<file path="src/rtl/alu_input_loader_pkg.sv">
// Shared widths, ALU opcode constants and loader FSM encodings for the ALU input loader.
package alu_input_loader_pkg;

  localparam int unsigned DATA_SIZE_DEF       = 8;
  localparam int unsigned OP_SIZE_DEF         = 6;
  localparam int unsigned DEBOUNCE_CYCLES_DEF = 100000;
  localparam int unsigned LOADED_W            = 3;

  localparam logic [OP_SIZE_DEF-1:0] OP_ADD = 6'b100000;
  localparam logic [OP_SIZE_DEF-1:0] OP_SUB = 6'b100010;
  localparam logic [OP_SIZE_DEF-1:0] OP_AND = 6'b100100;
  localparam logic [OP_SIZE_DEF-1:0] OP_OR  = 6'b100101;
  localparam logic [OP_SIZE_DEF-1:0] OP_XOR = 6'b100110;
  localparam logic [OP_SIZE_DEF-1:0] OP_NOR = 6'b100111;
  localparam logic [OP_SIZE_DEF-1:0] OP_SRA = 6'b000011;
  localparam logic [OP_SIZE_DEF-1:0] OP_SRL = 6'b000010;

  typedef enum logic [1:0] {
    ST_WAIT_A  = 2'd0,
    ST_WAIT_B  = 2'd1,
    ST_WAIT_OP = 2'd2,
    ST_LOADED  = 2'd3
  } loader_state_e;

endpackage

</file>
<file path="src/rtl/alu_input_loader_if.sv">
// Switch/button inputs and latched ALU operand outputs of the loader.
interface alu_input_loader_if
  import alu_input_loader_pkg::*;
#(
  parameter int unsigned DATA_SIZE = DATA_SIZE_DEF,
  parameter int unsigned OP_SIZE   = OP_SIZE_DEF
);

  logic [DATA_SIZE-1:0] i_sw;
  logic                 i_btn_a;
  logic                 i_btn_b;
  logic                 i_btn_op;
  logic [DATA_SIZE-1:0] o_a;
  logic [DATA_SIZE-1:0] o_b;
  logic [OP_SIZE-1:0]   o_op;
  logic [LOADED_W-1:0]  o_loaded;
  logic                 o_valid;

  modport master (
    output i_sw, i_btn_a, i_btn_b, i_btn_op,
    input  o_a, o_b, o_op, o_loaded, o_valid
  );

  modport slave (
    input  i_sw, i_btn_a, i_btn_b, i_btn_op,
    output o_a, o_b, o_op, o_loaded, o_valid
  );

endinterface

</file>
<file path="src/rtl/alu_input_loader_btn_debounce.sv">
// Button conditioner: 2-FF synchronizer, stable-level debouncer, one-cycle press pulse.
module alu_input_loader_btn_debounce #(
  parameter int unsigned DEBOUNCE_CYCLES = 100000
) (
  input  logic i_clk,
  input  logic i_reset,
  input  logic i_btn,
  output logic o_press
);

  localparam int unsigned       CNT_W    = $clog2(DEBOUNCE_CYCLES);
  localparam logic [CNT_W-1:0]  CNT_LAST = CNT_W'(DEBOUNCE_CYCLES - 1);

  logic             sync_q1;
  logic             sync_q2;
  logic             stable_q;
  logic [CNT_W-1:0] cnt_q;

  // Counter only runs while the synchronized level disagrees with the accepted one.
  always_ff @(posedge i_clk) begin
    if (i_reset) begin
      sync_q1  <= 1'b0;
      sync_q2  <= 1'b0;
      stable_q <= 1'b0;
      cnt_q    <= '0;
      o_press  <= 1'b0;
    end else begin
      sync_q1 <= i_btn;
      sync_q2 <= sync_q1;
      o_press <= 1'b0;
      if (sync_q2 == stable_q) begin
        cnt_q <= '0;
      end else if (cnt_q == CNT_LAST) begin
        stable_q <= sync_q2;
        cnt_q    <= '0;
        o_press  <= sync_q2;
      end else begin
        cnt_q <= cnt_q + CNT_W'(1);
      end
    end
  end

endmodule

</file>
<file path="src/rtl/alu_input_loader.sv">
// Debounces three buttons and latches operand A, operand B and opcode from the switches.
// ALU_LOADER_STRICT_ORDER_EN: enforce A -> B -> OP load order with a 4-state FSM.
module alu_input_loader
  import alu_input_loader_pkg::*;
#(
  parameter int unsigned DATA_SIZE       = DATA_SIZE_DEF,
  parameter int unsigned OP_SIZE         = OP_SIZE_DEF,
  parameter int unsigned DEBOUNCE_CYCLES = DEBOUNCE_CYCLES_DEF
) (
  input  logic               i_clk,
  input  logic               i_reset,
  alu_input_loader_if.slave  bus
);

  logic press_a;
  logic press_b;
  logic press_op;

  alu_input_loader_btn_debounce #(.DEBOUNCE_CYCLES(DEBOUNCE_CYCLES)) u_deb_a (
    .i_clk(i_clk), .i_reset(i_reset), .i_btn(bus.i_btn_a), .o_press(press_a)
  );

  alu_input_loader_btn_debounce #(.DEBOUNCE_CYCLES(DEBOUNCE_CYCLES)) u_deb_b (
    .i_clk(i_clk), .i_reset(i_reset), .i_btn(bus.i_btn_b), .o_press(press_b)
  );

  alu_input_loader_btn_debounce #(.DEBOUNCE_CYCLES(DEBOUNCE_CYCLES)) u_deb_op (
    .i_clk(i_clk), .i_reset(i_reset), .i_btn(bus.i_btn_op), .o_press(press_op)
  );

  logic [OP_SIZE-1:0] sw_op_c;
  assign sw_op_c = bus.i_sw[OP_SIZE-1:0];

`ifdef ALU_LOADER_STRICT_ORDER_EN

  loader_state_e state_q;

  // Only the press expected by the current state is captured; others are dropped.
  always_ff @(posedge i_clk) begin
    if (i_reset) begin
      state_q      <= ST_WAIT_A;
      bus.o_a      <= '0;
      bus.o_b      <= '0;
      bus.o_op     <= '0;
      bus.o_loaded <= 3'b000;
      bus.o_valid  <= 1'b0;
    end else begin
      case (state_q)
        ST_WAIT_A, ST_LOADED: begin
          if (press_a) begin
            bus.o_a      <= bus.i_sw;
            state_q      <= ST_WAIT_B;
            bus.o_loaded <= 3'b001;
            bus.o_valid  <= 1'b0;
          end
        end
        ST_WAIT_B: begin
          if (press_b) begin
            bus.o_b      <= bus.i_sw;
            state_q      <= ST_WAIT_OP;
            bus.o_loaded <= 3'b011;
            bus.o_valid  <= 1'b0;
          end
        end
        ST_WAIT_OP: begin
          if (press_op) begin
            bus.o_op     <= sw_op_c;
            state_q      <= ST_LOADED;
            bus.o_loaded <= 3'b111;
            bus.o_valid  <= 1'b1;
          end
        end
        default: begin
          state_q      <= ST_WAIT_A;
          bus.o_loaded <= 3'b000;
          bus.o_valid  <= 1'b0;
        end
      endcase
    end
  end

`else

  logic [LOADED_W-1:0] loaded_nxt_c;

  always_comb begin
    loaded_nxt_c = bus.o_loaded | {press_op, press_b, press_a};
  end

  // Independent captures; flags are sticky so o_valid stays set until reset.
  always_ff @(posedge i_clk) begin
    if (i_reset) begin
      bus.o_a      <= '0;
      bus.o_b      <= '0;
      bus.o_op     <= '0;
      bus.o_loaded <= 3'b000;
      bus.o_valid  <= 1'b0;
    end else begin
      if (press_a)  bus.o_a  <= bus.i_sw;
      if (press_b)  bus.o_b  <= bus.i_sw;
      if (press_op) bus.o_op <= sw_op_c;
      bus.o_loaded <= loaded_nxt_c;
      bus.o_valid  <= &loaded_nxt_c;
    end
  end

`endif

endmodule

</file>
<file path="src/flat_wrapper.sv">
// flat-port wrapper written by rule: the top's interface ports become plain ports
module alu_input_loader_flat import alu_input_loader_pkg::*;
#(
  parameter int unsigned DATA_SIZE       = DATA_SIZE_DEF,
  parameter int unsigned OP_SIZE         = OP_SIZE_DEF,
  parameter int unsigned DEBOUNCE_CYCLES = DEBOUNCE_CYCLES_DEF
)
  (i_clk, i_reset, bus_i_sw, bus_i_btn_a, bus_i_btn_b, bus_i_btn_op, bus_o_a, bus_o_b, bus_o_op, bus_o_loaded, bus_o_valid);
  alu_input_loader_if #(.DATA_SIZE(DATA_SIZE), .OP_SIZE(OP_SIZE)) bus_i ();
  input  logic i_clk;
  input  logic i_reset;
  input wire logic [$bits(bus_i.i_sw)-1:0] bus_i_sw;
  input wire logic [$bits(bus_i.i_btn_a)-1:0] bus_i_btn_a;
  input wire logic [$bits(bus_i.i_btn_b)-1:0] bus_i_btn_b;
  input wire logic [$bits(bus_i.i_btn_op)-1:0] bus_i_btn_op;
  output wire logic [$bits(bus_i.o_a)-1:0] bus_o_a;
  output wire logic [$bits(bus_i.o_b)-1:0] bus_o_b;
  output wire logic [$bits(bus_i.o_op)-1:0] bus_o_op;
  output wire logic [$bits(bus_i.o_loaded)-1:0] bus_o_loaded;
  output wire logic [$bits(bus_i.o_valid)-1:0] bus_o_valid;
  assign bus_i.i_sw = bus_i_sw;
  assign bus_i.i_btn_a = bus_i_btn_a;
  assign bus_i.i_btn_b = bus_i_btn_b;
  assign bus_i.i_btn_op = bus_i_btn_op;
  assign bus_o_a = bus_i.o_a;
  assign bus_o_b = bus_i.o_b;
  assign bus_o_op = bus_i.o_op;
  assign bus_o_loaded = bus_i.o_loaded;
  assign bus_o_valid = bus_i.o_valid;
  alu_input_loader #(.DATA_SIZE(DATA_SIZE), .OP_SIZE(OP_SIZE), .DEBOUNCE_CYCLES(DEBOUNCE_CYCLES)) u_core (.i_clk(i_clk), .i_reset(i_reset), .bus(bus_i));
endmodule
</file>
<file path="config.mk">
export PLATFORM = sky130hd
export DESIGN_NAME = alu_input_loader_flat
export DESIGN_NICKNAME = d
export VERILOG_FILES = /design/src/rtl/alu_input_loader_pkg.sv /design/src/rtl/alu_input_loader_if.sv /design/src/rtl/alu_input_loader_btn_debounce.sv /design/src/rtl/alu_input_loader.sv /design/src/flat_wrapper.sv
export SDC_FILE = /design/constraint.sdc
export NUM_CORES = 1
export LEC_CHECK = 0
export CAP_MARGIN = 20
export CORE_ASPECT_RATIO = 1.75
export CORE_UTILIZATION = 50
export DETAILED_ROUTE_END_ITERATION = 10
export HOLD_SLACK_MARGIN = 0.1
export PLACE_DENSITY = 0.72
export SLEW_MARGIN = 20
export SYNTH_ARGS = -nofsm -noshare
export SYNTH_HDL_FRONTEND = slang
export SYNTH_SLANG_ARGS = --single-unit
</file>
<file path="constraint.sdc">
create_clock -name i_clk -period 4.2 [get_ports i_clk]
set_input_delay 0.42 -clock i_clk [delete_from_list [all_inputs] [get_ports i_clk]]
set_output_delay 0.42 -clock i_clk [all_outputs]
set_load 0.01 [all_outputs]
</file>
==> impl_metrics.tcl, run 1 <==
set metrics [dict create \
    hold_viol_final 0 \
    grt_overflow 0 \
    setup_viol 0 \
    cts_resized 0 \
    stdcell_area_mm2 0.00434 \
    grt_pass1_wl_um 11700 \
    fmax_ghz 0.522 \
    drc 0 \
    hp-start "u_core.u_deb_op.sync_q1" \
    start_kind "flip-flop" \
    hold_class "flip-flop to flip-flop" \
    reg2reg_from "u_core.u_deb_op.cnt_q[0]" \
    cts_root_buf "clkbuf_16" \
    p_leak_uw 0.00136 \
    grt_max_degree 43 \
    critPathLaunch "u_core.u_deb_op.cnt_q[0]" \
    comb_power_share_pct 1.8 \
    wire_per_inst_um 13.6 \
    min_period_ns 1.91 \
    syn-num-nets 399 \
    avgSynthCellArea_um2 9.49 \
    htree_num_levels 3 \
    via_per_inst 5.38 \
    rsz0062_at_grt "false" \
    ir_worst_vdd_uv 302 \
    postCtsSetupBuffers 0 \
    final.setup.tns_ns 0 \
    ys_ff_latch 89 \
    cts.sinks 89 \
    reg2regPathDepth 5 \
    cap_violations 0 \
    cts_tree "built" \
    min_path_cells 1 \
    numPortBuffers 38 \
    power_density_mw_per_mm2 385 \
    synth_cell_type_count 37 \
    end_kind "flip-flop" \
    clock_latency_ns 0.34 \
    core_mm2 0.00696 \
    finClkSkew_ns 0.00502 \
    power_uw 1670 \
    synth_top_cell_area_share_pct 49.0 \
    drt-pass1-iter-count 4 \
    clkTransAtPathRegs_ns 0.06 \
    max-slew-margin-rel_pct 58.3 \
    vias 2734 \
    cts_buffer_depth 2 \
    crit_type "flip-flop to flip-flop" \
    p_sw_share_pct 19.8 \
    min_period_over_period_pct 45.6 \
    area_growth_pct 19.3 \
    intPower_uw 1340 \
    yosys.area.top_type "dfxtp_1" \
    initial_core_util_pct 52.2 \
    clkPwrFrac_pct 47.3 \
    die_h_um 115 \
    drt_wl_total_um 6910 \
    drt_iter0_markers 113 \
    die_w_um 66.4 \
    diodes 0 \
    nNetsFinal 435 \
    postRouteAntennaNets 0 \
    grt_antenna_before_repair 0 \
    status "finished, final reports clean" \
    synth_warnings 0 \
    pwr-share-seq_pct 51.0 \
    grt_pass1_vias 2675 \
    placed_cell_area_mm2 0.00404 \
    die_area_mm2 0.00763 \
    path_max_fanout 14 \
    netlist_area_mm2 0.00363 \
    worst_pin_slew_ns 0.625 \
    ios 39 \
    drive_above_1_share_pct 7.08 \
    fp-row-count 40 \
    place_congestion 0.835 \
    drv_slew 0 \
    cts_made_buffers 9 \
    synth_area_leaders "dfxtp_1, nor2_1, xnor2_1" \
    ys_seq_area_share_pct 49.0 \
    arrival_ns 2.12 \
    crit_required_ns 4.40 \
    p_sw_uw 330 \
    track_usage_pct 20.1 \
    syn_inst 383 \
    hpwl_um 4710 \
    cts_hold_repair.buffers 0 \
]
[worst max-delay path, cell delays in order (launching register included)]
cell and delay, ns:
dfxtp_1 0.38, ha_1 0.25, and4_1 0.35, nand3_1 0.17, o21ai_2 0.52, nor2_1 0.11
[registers in the layout, indices dropped and copies added, names as in the netlist]
name,count
u_core.u_deb_op.o_press,1
u_core.u_deb_op.cnt_q,17
u_core.bus.o_b,8
u_core.u_deb_op.sync_q2,1
u_core.bus.o_a,8
u_core.u_deb_b.sync_q1,1
u_core.bus.o_loaded,3
u_core.u_deb_b.cnt_q,17
u_core.u_deb_op.sync_q1,1
u_core.u_deb_a.sync_q1,1
u_core.u_deb_a.stable_q,1
u_core.u_deb_a.sync_q2,1
u_core.u_deb_op.stable_q,1
u_core.u_deb_b.stable_q,1
u_core.u_deb_b.o_press,1
u_core.u_deb_a.o_press,1
u_core.bus.o_op,6
u_core.bus.o_valid,1
u_core.u_deb_b.sync_q2,1
u_core.u_deb_a.cnt_q,17
[layout by cell type, fill, tap and decap left out, drive strengths merged, types with 2 or more instances in the layout]
master         instances
nand4                 24
xor2                  16
nand2                 14
nand3                 17
and4                   4
nor4b                  3
and3                   4
dfxtp                 89
mux2i                 23
nor2                  85
xnor2                 32
clkdlybuf4s50         38
clkinvlp               2
nor2b                  8
nor3                   9
inv                    5
o21ai                  3
nand2b                 2
nor4bb                 2
clkbuf                11
nor4                  18
ha                     3
clkinv                 2
[per-stage QoR]
stage	std cells	hold WS (ns)	worst slack, ns	util (%)
detailed placement	492	0.428	2.29	58.0
floorplan	383	0.414	2.64	-
CTS	508	0.446	2.29	62.3
finish	508	0.440	2.29	62.3
global route	508	0.459	2.12	62.3
global placement	492	0.422	2.28	58.0
[final timing paths]
kind / to / slack [ns]
max: u_core.u_deb_op.cnt_q[16] / 2.29
min: u_core.u_deb_op.sync_q2 / 0.44
max reg2reg: u_core.u_deb_op.cnt_q[16] / 2.29
min reg2reg: u_core.u_deb_op.sync_q2 / 0.44
[logic make-up after synthesis]
logic type                 Yosys count  synth area share [%]
AOI/OAI and AO/OA                    6                  1.34
xor gates and xnor gates            48                  11.6
adders and majority gates            3                  1.03
buffers and inverters               19                  2.96
DFF                                 89                  49.0
muxes                               23                  6.34
and+or+nand+nor                    195                  27.7
[cell usage after synthesis]
cell type and instances:
o21ai_0 2, nand2_2 1, and4b_1 1, a21o_4 1, nand2b_1 2, buf_12 1, nor2b_1 8, nor4_1 18
and3_1 4, xor2_1 16, and4_1 3, nand4_1 24, a21oi_1 1, clkbuf_2 1, inv_1 5, mux2i_1 23
or2_2 1, or4_1 1, nand2_1 13, nor4b_1 3, nor2_2 5, and4_2 1, dfxtp_1 89, nor3_4 1
or2b_2 1, nor3_1 8, buf_2 3, a21bo_2 1, buf_6 2, nand3_1 17, o21ai_2 1, ha_1 3
clkbuf_1 7, nor4bb_1 2, nor2_1 80, or4b_4 1, xnor2_1 32
[metal layers]
metal / share of wire (%) / GRT usage (%) / routed length [um] / up-vias
met2: 52 / 34.8 / 3610 / 42
li1: - / - / - / 1392
met3: 2.3 / 4.46 / 157 / 17
met1: 42 / 21.4 / 2920 / 1283
met5: 0 / 0 / 0 / -
met4: 3.2 / 13.0 / 223 / 0
[power by group through the flow]
stage               Combinational, uW  Sequential (uW)  Clock (uW)
finish                           29.5              850         788
global route                     32.7              850         838
CTS                              29.9              850         804
detailed placement               29.8              869           0
global placement                 29.8              869           0
floorplan                        14.8              868           0
[layout make-up]
cell class | instances | area [um^2]
Clock inverter | 5 | 55.1
Sequential cell | 89 | 1780
Timing Repair Buffer | 39 | 388
Inverter | 5 | 18.8
Clock buffer | 11 | 243
Multi-Input combinational cell | 275 | 1740
Fill cell | 602 | 2620
Tap cell | 84 | 105
(Power assumes the default switching activity.)
==> run 2, diff against run 1 <==
- clock period: 4.2 -> 1.85 ns (I/O delays scaled with it)
==> impl_metrics.tcl, run 2 (synthesized netlist as in run 1, its figures left out) <==
set metrics [dict create \
    status "finished, final reports clean" \
    arrival_ns 1.93 \
    largest_registers "u_core.u_deb_a.cnt_q: 17 flops, u_core.u_deb_b.cnt_q: 17 flops, u_core.u_deb_op.cnt_q: 17 flops" \
    start_kind "flip-flop" \
    clock_latency_ns 0.34 \
    setup_viol 0 \
    cts_made_buffers 9 \
    initial_core_util_pct 52.2 \
    fmax_ghz 0.585 \
    pwr-share-seq_pct 49.4 \
    min_period_over_period_pct 92.3 \
    cts_root_buf "clkbuf_16" \
    reg2reg_from "u_core.u_deb_op.cnt_q[0]" \
    layout_common_cells "dfxtp_1, nor2_1, clkdlybuf4s50_1" \
    p_sw_uw 737 \
    postCtsSetupBuffers 0 \
    r2r-end "u_core.u_deb_op.cnt_q[1]" \
    cts_tree "built" \
    grt_max_degree 25 \
    intPower_uw 3170 \
    clkPwrFrac_pct 48.8 \
    min_period_ns 1.71 \
    hold_viol_final 0 \
    rsz0062_at_grt "false" \
    grt_pass1_wl_um 12100 \
    ios 39 \
    htree_num_levels 3 \
    p_sw_share_pct 18.8 \
    fp-row-count 40 \
    cts_resized 0 \
    die_h_um 115 \
    core_mm2 0.00696 \
    holdPathEnd "u_core.u_deb_b.sync_q1" \
    drt_iter0_markers 136 \
    vias 2772 \
    cts_buffer_depth 2 \
    worst_pin_slew_ns 0.628 \
    cts.sinks 89 \
    postRouteAntennaNets 0 \
    drive_above_1_share_pct 8.35 \
    max-slew-margin-rel_pct 58.1 \
    cpMaxStageDelayCell "dfxtp_1" \
    clkTransAtPathRegs_ns 0.06 \
    power_density_mw_per_mm2 886 \
    final.setup.tns_ns 0 \
    die_area_mm2 0.00763 \
    path_max_fanout 5 \
    crit_chain "ha_1 > and4_1 > nand3_1 > or2_2 > and3_1" \
    place_congestion 0.862 \
    cts_hold_repair.buffers 0 \
    crit_required_ns 2.07 \
    layout.cells.most_common "dfxtp_1" \
    drt-pass1-iter-count 4 \
    ff2ff_setup_slack_ns 0.14 \
    drt_wl_total_um 7260 \
    comb_power_share_pct 1.9 \
    grt_antenna_before_repair 0 \
    cap_violations 0 \
    drv_slew 0 \
    hp-start "bus_i_btn_b" \
    diodes 0 \
    reg2regPathDepth 5 \
    die_w_um 66.4 \
    drc 0 \
    grt_pass1_vias 2704 \
    nNetsFinal 443 \
    area_growth_pct 21.3 \
    end_kind "flip-flop" \
    numPortBuffers 38 \
    crit_type "flip-flop to flip-flop" \
    grt_overflow 0 \
    ir_worst_vdd_uv 697 \
    cpPeakStageDelay_ns 0.38 \
    track_usage_pct 21.2 \
    wire_per_inst_um 14.1 \
    p_leak_uw 0.00142 \
    finClkSkew_ns 0.00515 \
    hpwl_um 5090 \
    hold_class "input port to flip-flop" \
    fin_util_pct 63.4 \
    via_per_inst 5.38 \
    min_path_cells 2 \
]
[run 2: critical path, delay by kind of cell, from the launching register on]
family | cells | cell delay (ns)
adders and majority gates | 1 | 0.23
DFF | 1 | 0.38
and+or+nand+nor | 4 | 0.99
[run 2: power groups by stage]
| stage | sequential, uW | clock (uW) | combinational, uW |
|---|---|---|---|
| 2_1_floorplan | 1970 | 0 | 33.5 |
| 3_3_place_gp | 1970 | 0 | 71.9 |
| 3_5_place_dp | 1970 | 0 | 72.9 |
| 4_1_cts | 1930 | 1940 | 73.4 |
| 5_1_grt | 1930 | 2030 | 79.6 |
| 6_report | 1930 | 1910 | 72.6 |
[run 2: worst max path at each step]
| stage | startpoint | endpoint | slack (ns) | cells after the start |
|---|---|---|---|---|
| after floorplan | u_core.u_deb_op.cnt_q[0] | u_core.u_deb_op.cnt_q[1] | 0.29 | 5 |
| after global placement | u_core.u_deb_op.cnt_q[0] | u_core.u_deb_op.cnt_q[1] | 0.24 | 5 |
| after detailed placement | u_core.u_deb_op.cnt_q[0] | u_core.u_deb_op.cnt_q[1] | 0.17 | 5 |
| after CTS | u_core.u_deb_op.cnt_q[0] | u_core.u_deb_op.cnt_q[1] | 0.13 | 5 |
| after global routing | u_core.u_deb_op.cnt_q[0] | u_core.u_deb_op.cnt_q[1] | 0.05 | 5 |
| final | u_core.u_deb_op.cnt_q[0] | u_core.u_deb_op.cnt_q[1] | 0.14 | 5 |
[run 2: metrics by stage]
stage | cell area (um^2) | setup WS [ns] | cells | hold WS, ns | power [uW]
floorplan | 3630 | 0.295 | 383 | 0.313 | 2000
finish | 4410 | 0.142 | 515 | 0.401 | 3910
CTS | 4410 | 0.134 | 515 | 0.389 | 3940
global placement | 4100 | 0.242 | 500 | 0.419 | 2040
detailed placement | 4100 | 0.165 | 500 | 0.426 | 2040
global route | 4410 | 0.0495 | 515 | 0.401 | 4040
[run 2: final cells by class]
| class | count | area, um^2 |
|---|---|---|
| Clock inverter | 3 | 65.1 |
| Tap cell | 84 | 105 |
| Sequential cell | 89 | 1780 |
| Inverter | 5 | 18.8 |
| Clock buffer | 12 | 246 |
| Timing Repair Buffer | 47 | 448 |
| Multi-Input combinational cell | 275 | 1740 |
| Fill cell | 598 | 2550 |
[run 2: per-layer routing]
layer | wire length [um] | vias up | GRT usage (%)
li1 | - | 1404 | -
met1 | 2990 | 1306 | 22.7
met2 | 3860 | 46 | 37.1
met3 | 206 | 16 | 4.86
met4 | 199 | 0 | 12.1
met5 | 0 | - | 0
==> run 3, diff against run 2 <==
- ABC_AREA: default -> 1
==> impl_metrics.tcl, run 3 <==
set metrics [dict create \
    status "finished, final reports clean" \
    synth-adder-area-share_pct 0.980 \
    die_h_um 118 \
    drt_wl_total_um 7740 \
    ir_worst_vdd_uv 589 \
    synth_compound_area_share_pct 5.88 \
    hold_viol_final 0 \
    grt_pass1_wl_um 13100 \
    numPortBuffers 38 \
    wire_per_inst_um 11.7 \
    cts_made_buffers 9 \
    clkTransAtPathRegs_ns 0.06 \
    yosys.area_share.simple_pct 34.2 \
    area_growth_pct 19.1 \
    synth_top_cell_area_share_pct 46.5 \
    vias 3283 \
    die_area_mm2 0.00803 \
    p_leak_uw 0.00168 \
    drive_above_1_share_pct 5.56 \
    postCtsSetupBuffers 0 \
    syn_inst 530 \
    synthXorXnorAreaFrac_pct 5.03 \
    drt_iter0_markers 223 \
    worst_pin_slew_ns 0.513 \
    setup_viol 0 \
    start_kind "flip-flop" \
    power_density_mw_per_mm2 831 \
    nNetsFinal 587 \
    power_uw 3790 \
    syn-num-nets 546 \
    yosys.area.top_type "dfxtp_1" \
    die_w_um 68.2 \
    crit_required_ns 2.09 \
    core_mm2 0.00728 \
    worstPathBufferInverterCount 3 \
    regArea_mm2 0.00178 \
    layout.cells.most_common "nor2_1" \
    cpMostUsedCell "inv_1" \
    hold_slack_ns 0.364 \
    synth_cell_type_count 28 \
    diodes 0 \
    largest_registers "u_core.u_deb_a.cnt_q: 17 flops, u_core.u_deb_b.cnt_q: 17 flops, u_core.u_deb_op.cnt_q: 17 flops" \
    cts_buffer_depth 2 \
    fp-row-count 41 \
    avgSynthCellArea_um2 7.22 \
    rsz0062_at_grt "false" \
    ys_ff_latch 89 \
    min_period_over_period_pct 86.7 \
    hpwl_um 5590 \
    arrival_ns 1.85 \
    track_usage_pct 21.2 \
    synth-async-reset-ratio_pct 0 \
    cts.sinks 89 \
    cts_root_buf "clkbuf_16" \
    crit_type "flip-flop to flip-flop" \
    cts_hold_repair.buffers 0 \
    synth_area_leaders "dfxtp_1, nor2_1, nand2_1" \
    fillCellCount 669 \
    cts_resized 0 \
    synth_ff_type "dfxtp_1" \
    synth_top_family_by_area "simple AND/OR/NAND/NOR gates" \
    ys_seq_area_share_pct 46.5 \
    final.setup.tns_ns 0 \
    drt-pass1-iter-count 4 \
    cts_tree "built" \
    multi_input_comb_area_mm2 0.00176 \
    place_congestion 0.832 \
    grt_overflow 0 \
    grt_max_degree 23 \
    ios 39 \
    postRouteAntennaNets 0 \
    yosysMostFrequentCell "nor2_1" \
    cpMaxStageDelayCell "dfxtp_1" \
    fmax_ghz 0.624 \
    grt_pass1_vias 3127 \
    hold_class "input port to flip-flop" \
    via_per_inst 4.96 \
    netlist_area_mm2 0.00383 \
    end_kind "flip-flop" \
    drc 0 \
    synth-edff-count 0 \
    crit_chain "ha_1 > nand3_2 > inv_1 > nand3_1 > nand2_2 > inv_1 > nand2_1 > inv_1" \
    min_period_ns 1.60 \
    layout_common_cells "nor2_1, nand2_1, dfxtp_1" \
    finClkSkew_ns 0.00770 \
    htree_num_levels 3 \
    cap_violations 0 \
    path_max_fanout 16 \
    cpPeakStageDelay_ns 0.37 \
    initial_core_util_pct 52.6 \
    clock_latency_ns 0.34 \
    muxShareOfSynthArea_pct 0 \
    max-slew-margin-rel_pct 65.6 \
    synth_warnings 0 \
    ys_top_cells_by_count "nor2_1, nand2_1, dfxtp_1, inv_1" \
    grt_antenna_before_repair 0 \
    critPathTopFamily "simple AND/OR/NAND/NOR gates" \
    drv_slew 0 \
]
[run 3: cell types whose count changed after synthesis, moves of 8 or more]
cell | before | now
mux2i_1 | 23 | 0
nand4_1 | 24 | 6
xnor2_1 | 32 | 7
nand3b_1 | 0 | 8
a21oi_1 | 1 | 17
o21ai_0 | 2 | 28
nor2b_1 | 8 | 0
nor4_1 | 18 | 1
nand3_1 | 17 | 28
inv_1 | 5 | 58
nor2_1 | 80 | 139
nand2_1 | 13 | 92
[run 3: layer usage]
| layer | vias to the layer above | track usage [%] | share of wire [%] |
|---|---|---|---|
| met1 | 1478 | 22.5 | 42 |
| met5 | - | 0 | 0 |
| met4 | 0 | 11.1 | 1.9 |
| met3 | 11 | 3.97 | 3.1 |
| li1 | 1739 | - | - |
| met2 | 55 | 37.2 | 53 |
[run 3: report_power, final]
group	total (uW)	internal [uW]	switching, uW
sequential	1930	1920	5.17
combinational	69.4	33.4	36.1
clock	1790	1040	745
total	3790	3000	786
[run 3: worst paths after layout]
path                                              start                  endpoint  slack [ns]  cells past startpoint
worst max-delay path            u_core.u_deb_a.cnt_q[0]  u_core.u_deb_a.cnt_q[15]        0.25                      8
worst min-delay path                       bus_i_btn_op   u_core.u_deb_op.sync_q1        0.36                      3
worst max register to register  u_core.u_deb_a.cnt_q[0]  u_core.u_deb_a.cnt_q[15]        0.25                      8
worst min register to register  u_core.u_deb_op.sync_q1   u_core.u_deb_op.sync_q2        0.41                      2
[run 3: logic make-up (layout without fill, tap and decap cells)]
kind of cell | count (synthesis) | after routing
AOI/OAI and AO/OA | 45 | 45
xor gates and xnor gates | 22 | 22
adders and majority gates | 3 | 3
buffers and inverters | 68 | 114
DFF | 89 | 89
and+or+nand+nor | 303 | 303
[run 3: through the flow]
| step | setup WS (ns) | std cells | util [%] | area [um^2] |
|---|---|---|---|---|
| final | 0.247 | 662 | 62.6 | 4560 |
| after global routing | 0.0556 | 662 | 62.6 | 4560 |
| after CTS | 0.202 | 662 | 62.6 | 4560 |
| after detailed placement | 0.200 | 646 | 58.6 | 4270 |
| after global placement | 0.218 | 646 | 58.6 | 4270 |
| after floorplan | 0.540 | 530 | - | 3830 |
[run 3: worst reg2reg max path, stage by stage, from the launching register on]
cell,delay (ns)
dfxtp_1,0.37
ha_1,0.22
nand3_2,0.16
inv_1,0.12
nand3_1,0.13
nand2_2,0.29
inv_1,0.10
nand2_1,0.08
inv_1,0.03
[run 3: area by class of cell]
class / instances / share of cell area, %
Sequential cell: 89 / 39.1
Multi-Input combinational cell: 373 / 38.7
Timing Repair Buffer: 40 / 8.67
Clock buffer: 9 / 4.94
Inverter: 58 / 4.77
Tap cell: 86 / 2.36
Clock inverter: 7 / 1.54
